===== src/rtl/demux_1xn_stream.sv =====
// Registered 1-to-N valid/ready stream demultiplexer with broadcast mode,
// one-entry output register and saturating delivery counter per channel.
module demux_1xn_stream #(
    parameter int WIDTH = 8,
    parameter int N     = 4,
    parameter int SEL_W = (N > 1) ? $clog2(N) : 1,
    parameter int CNT_W = 16
) (
    input  logic               clk,
    input  logic               rst,
    input  logic [WIDTH-1:0]   in_data,
    input  logic [SEL_W-1:0]   in_sel,
    input  logic               in_bcast,
    input  logic               in_valid,
    output logic               in_ready,
    output logic [N*WIDTH-1:0] out_data,
    output logic [N-1:0]       out_valid,
    input  logic [N-1:0]       out_ready,
    output logic               err_sel,
    output logic [N*CNT_W-1:0] cnt
);

    logic [N-1:0]     w_can_load;
    logic [N-1:0]     w_load;
    logic [N-1:0]     w_drain;
    logic             w_uni_ready;
    logic             w_sel_ok;
    logic             w_accept;

    logic [N-1:0]     r_valid;
    logic [WIDTH-1:0] r_data [N];
    logic [CNT_W-1:0] r_cnt  [N];
    logic             r_err;

    assign w_can_load = ~r_valid | out_ready;
    assign w_drain    = r_valid & out_ready;
    assign w_sel_ok   = ({1'b0, in_sel} < (SEL_W + 1)'(N));

    // An out-of-range select matches no channel, so the word is sunk.
    always_comb begin
        w_uni_ready = 1'b1;
        for (int i = 0; i < N; i++) begin
            if (in_sel == SEL_W'(i)) begin
                w_uni_ready = w_can_load[i];
            end
        end
    end

    assign in_ready = in_bcast ? (&w_can_load) : w_uni_ready;
    assign w_accept = in_valid & in_ready;

    always_comb begin
        w_load = '0;
        for (int i = 0; i < N; i++) begin
            w_load[i] = w_accept & (in_bcast | (in_sel == SEL_W'(i)));
        end
    end

    always_ff @(posedge clk or posedge rst) begin
        if (rst) begin
            r_valid <= '0;
            r_err   <= 1'b0;
            for (int i = 0; i < N; i++) begin
                r_data[i] <= '0;
                r_cnt[i]  <= '0;
            end
        end else begin
            r_err <= w_accept & ~in_bcast & ~w_sel_ok;
            for (int i = 0; i < N; i++) begin
                if (w_load[i]) begin
                    r_valid[i] <= 1'b1;
                    r_data[i]  <= in_data;
                end else if (w_drain[i]) begin
                    r_valid[i] <= 1'b0;
                end
                if (w_drain[i] && (r_cnt[i] != {CNT_W{1'b1}})) begin
                    r_cnt[i] <= r_cnt[i] + 1'b1;
                end
            end
        end
    end

    always_comb begin
        out_data = '0;
        cnt      = '0;
        for (int i = 0; i < N; i++) begin
            out_data[i*WIDTH +: WIDTH] = r_data[i];
            cnt[i*CNT_W +: CNT_W]      = r_cnt[i];
        end
    end

    assign out_valid = r_valid;
    assign err_sel   = r_err;

endmodule


===== config.mk =====
export PLATFORM = sky130hd
export DESIGN_NAME = demux_1xn_stream
export DESIGN_NICKNAME = d
export VERILOG_FILES = /design/src/rtl/demux_1xn_stream.sv
export SDC_FILE = /design/constraint.sdc
export NUM_CORES = 1
export LEC_CHECK = 0
export CAP_MARGIN = 20
export CORE_MARGIN = 2
export CORE_UTILIZATION = 30
export CTS_BUF_LIST = sky130_fd_sc_hd__clkbuf_4 sky130_fd_sc_hd__clkbuf_8
export CTS_CLUSTER_SIZE = 28
export DETAILED_ROUTE_END_ITERATION = 7
export GPL_TIMING_DRIVEN = 0
export PLACE_DENSITY = 0.65
export SLEW_MARGIN = 0
export SYNTH_ARGS = -nofsm -noshare
export SYNTH_HDL_FRONTEND = slang
export SYNTH_SLANG_ARGS = --single-unit

===== constraint.sdc =====
create_clock -name clk -period 6.9 [get_ports clk]
set_clock_uncertainty 0.1 [all_clocks]
set_input_delay 2.07 -clock clk [delete_from_list [all_inputs] [get_ports clk]]
set_output_delay 2.07 -clock clk [all_outputs]
set_load 0.01 [all_outputs]

; Word-level counts from Yosys, hierarchy flattened
; Cells that the tools add are included.
[totals]
regBits = 100
in_bits = 18
out_inout_bits = 102
[op_classes]
add_sub_neg = 4
eq_ne = 7
mux = 13
bitwise_logic = 12
reduce_logical = 10
[ops]
columns = op, count
row1 = $add A16 B1 Y16 const B, 4
row2 = $ne A16 B16 Y1 const B, 4
row3 = $mux W1, 13
row4 = $reduce_bool A2 Y1, 4
row5 = $and A1 B1 Y1, 5
row6 = $and A4 B4 Y4, 1
row7 = $eq A2 B2 Y1 const B, 2
row8 = $logic_and A1 B1 Y1, 4
row9 = $not A4 Y4, 1
row10 = $or A1 B1 Y1, 4
row11 = $or A4 B4 Y4, 1
row12 = $reduce_and A4 Y1, 1
row13 = $eq A2 B1 Y1 const B, 1
row14 = $logic_not A2 Y1, 1

; Logic depth before layout (Yosys ltp)
[depth]
ltp_word = 10
mapped_depth = 6
ltp_nobuf = 6

; Least setup slack after synthesis
; Ideal clock, no wire load.
[synth_timing]
path_type = input to output
from = input out_ready[2]
to = output in_ready
arrival_ps = 2938
required_ps = 4730
path_slack_ps = 1792
stages = 4
path_cell_list = and2b_2 -> a22oi_1 -> a32oi_2 -> inv_1
[synth_via]
elab_chain_cells = 4
[synth_rtl]
columns = element, line
row1 = from (decl), 18  ; input logic [N-1:0] out_ready,
row2 = $or A4 B4 Y4 (*), 35  ; assign w_can_load = ~r_valid | out_ready;
row3 = $mux W1 (2 in a row), 43  ; if (in_sel == SEL_W'(i)) begin
row4 = $mux W1 (*), 49  ; assign in_ready = in_bcast ? (&w_can_load) : w_uni_ready;
row5 = to (decl), 15  ; output logic in_ready,
; Mark *: on every way between the ends. The rest lies on a longest branch, timed or not.

; Worst setup path in the final report
[layout_timing]
from = input out_ready[1]
to = output in_ready
[layout_via]
elab_chain_cells = 5
[layout_rtl]
columns = element, line
row1 = $or A4 B4 Y4 (*), 35
row2 = $mux W1 (3 in a row), 43
row3 = $mux W1 (*), 49
; Marks and branches as above.

==> insert_results.sql <==
INSERT INTO impl_metrics (metric_group, metric, value, unit) VALUES
('outcome', 'outcome', 'finished, final reports clean', ''),
('grt', 'first_global_vias', '3273', ''),
('sta', 'timing.final.max_slew_violations', '0', ''),
('sta', 'setup-violations-final', '0', ''),
('die', 'fp.dieH', '125', 'um'),
('die', 'initial_utilization', '0.306', ''),
('cells_and_area', 'layout_common_cells', '118 x clkdlybuf4s50_1, 100 x dfrtp_1, 38 x xnor2_1', ''),
('routing', 'via_count', '3249', ''),
('worst_hold_path', 'hold_path.class', 'register to register', ''),
('die', 'rows', '44', ''),
('die', 'die_span_in_x', '125', 'um'),
('place', 'gp_congestion', '0.827', ''),
('pwr', 'power_per_cell_area', '279', 'nW/um2'),
('routing', 'totalWireLength', '10.3', 'mm'),
('setup_path', 'arrival', '4.02', 'ns'),
('setup_path', 'startpoint', 'out_ready[1]', ''),
('routing', 'post-route-drc-count', '0', ''),
('logic_synthesis', 'ys_ff_latch', '100', ''),
('setup_path', 'r2r_start', 'out_valid[1]', ''),
('grt', 'grt_pass1_wl', '16.8', 'mm'),
('logic_synthesis', 'post_synth_xor_area_fraction', '0.117', ''),
('job', 'max_cap_violations', '0', ''),
('worst_hold_path', 'hold_start', 'cnt[7]', ''),
('cts', 'post-cts-setup-buffer-count', '0', ''),
('cells_and_area', 'antennaDiodeCount', '0', ''),
('logic_synthesis', 'mux_cell_area_share_after_synthesis', '0.0919', ''),
('sta', 'hold_violations', '0', ''),
('sta', 'timing.max_slew.rel_slack', '0.593', ''),
('setup_path', 'critical_path.slowest_cell', 'clkdlybuf4s50_1', ''),
('logic_synthesis', 'ys_types', '37', ''),
('cts', 'clock_sinks', '100', ''),
('cts', 'cts_buffers', '9', ''),
('sta', 'achievable-frequency', '161', 'MHz'),
('setup_path', 'cp_slowest_stage_delay', '0.58', 'ns'),
('cts', 'clkTransAtPathRegs', '0.10', 'ns'),
('cts', 'hold_buffers', '0', ''),
('logic_synthesis', 'synth_enable_flop_cells', '0', ''),
('grt', 'global_route.overflow_total', '0', ''),
('logic_synthesis', 'synthFlopType', 'dfrtp_1', ''),
('cts', 'postCtsResizedCells', '0', ''),
('logic_synthesis', 'synthSimpleGateAreaFrac', '0.182', ''),
('cells_and_area', 'final_cell_area', '6040', 'um2'),
('routing', 'drtAntennaViolNets', '0', ''),
('logic_synthesis', 'synth_fa_ha_area_frac', '0.0114', ''),
('logic_synthesis', 'synthArstFlopShare', '1.00', ''),
('sta', 'worst-slew-pin-transition', '0.610', 'ns'),
('cells_and_area', 'layout.cells.most_common', 'clkdlybuf4s50_1', ''),
('setup_path', 'cp_common_cell', 'clkdlybuf4s50_1', ''),
('sta', 'finalWorstPathRequiredPeriod', '6.19', 'ns'),
('sta', 'final_critical_path_setup_slack', '0.705', 'ns'),
('logic_synthesis', 'ys_seq_area_frac', '0.568', ''),
('cells_and_area', 'nets', '517', ''),
('die', 'die_area', '15700', 'um2'),
('setup_path', 'critical_path.cell_chain', 'clkdlybuf4s50_1, and2b_2, o31ai_1, a32oi_2, inv_1, clkdlybuf4s50_1', ''),
('grt', 'grt_max_degree', '55', ''),
('logic_synthesis', 'synth_top_family_by_area', 'simple AND/OR/NAND/NOR gates', ''),
('place', 'place.detailed.hpwl', '7.47', 'mm'),
('setup_path', 'critPathKind', 'primary input to primary output', ''),
('grt', 'antenna_found_initial', '0', ''),
('cells_and_area', 'layout-drive-gt1-share', '0.134', ''),
('pwr', 'p_leak', '2.56', 'nW'),
('cells_and_area', 'post-route-util', '0.419', ''),
('logic_synthesis', 'syn_nets', '387', ''),
('cts', 'h-tree-depth', '3', ''),
('cts', 'cts_tree', 'done', ''),
('logic_synthesis', 'synthesis.yosys.warnings', '0', ''),
('logic_synthesis', 'syn-cell-area', '4410', 'um2'),
('sta', 'layout_worst_path_cycle_share', '0.898', ''),
('cts', 'cts_max_path_buffers', '2', ''),
('place', 'buffer_ports.inserted', '118', ''),
('die', 'num_io_pins', '120', '');
==> synthesized netlist by cell type, drive strengths merged, types with 2 or more instances <==
master	instances	area, um2
nor3	9	50.1
nor2	21	101
inv	5	18.8
nor4	2	12.5
o21ai	7	35.0
nor2b	2	12.5
nand4	24	150
and4	10	88.8
or2	4	25.0
mux2	36	405
xnor2	38	333
dfrtp	100	2500
and2b	4	32.5
buf	2	12.5
xor2	21	184
nand2	27	101
o31ai	2	15.0
and3	15	93.8
nand3	21	105
ha	4	50.1
==> metal layers <==
layer | up-vias | global-route usage | wire, um
li1 | 1554 | - | -
met4 | 0 | 0.0542 | 136
met5 | - | 0 | 0
met2 | 85 | 0.207 | 4850
met1 | 1600 | 0.172 | 4620
met3 | 10 | 0.0484 | 743
==> area by class of cell <==
class	instances	area [um2]
Timing Repair Buffer	119	1210
Inverter	5	21.3
Clock buffer	13	166
Fill cell	1411	8390
Clock inverter	3	21.3
Buffer	3	16.3
Sequential cell	100	2500
Multi-Input combinational cell	257	1870
Tap cell	184	230
==> worst paths after layout <==
path                                end  slack (ns)  cells past startpoint
max in group asynchronous  out_data[18]        4.00                      3
min in group asynchronous       cnt[10]        2.03                      2
hold / removal                   cnt[7]        0.39                      1
setup reg to reg            out_data[2]        4.74                      5
setup / recovery               in_ready        0.71                      6
hold reg to reg                  cnt[7]        0.39                      1
==> registers in the layout, indices dropped and copies added (netlist names) <==
name and count:
out_valid 4, out_data 32, cnt 64
==> through the flow <==
step / total power [W] / hold slack [ns]
4_1_cts: 0.00171 / 0.399
3_3_place_gp: 0.00133 / 0.371
5_1_grt: 0.00179 / 0.422
6_report: 0.00169 / 0.393
3_5_place_dp: 0.00134 / 0.386
2_1_floorplan: 0.00103 / 0.416
==> kinds of logic after synthesis <==
logic type / count (synthesis)
compound gates: 14
xor+xnor: 59
fa+ha+maj: 4
buf+inv: 8
flops: 100
mux: 36
other cells: 1
simple gates: 143
==> critical path: cells and delay by family <==
family / cells / cell delay, ns
AO/OA/AOI/OAI: 2 / 0.49
buffers and inverters: 3 / 1.19
AND/OR/NAND/NOR: 1 / 0.27
==> power breakdown <==
group | switching (W) | internal [W] | leakage [nW]
clock network | 0.000201 | 0.000159 | 0.0965
logic | 0.000200 | 0.000310 | 1.18
registers | 0.000116 | 0.000700 | 1.28
total | 0.000517 | 0.00117 | 2.56
Note: power is estimated with default switching activity, not from simulation.
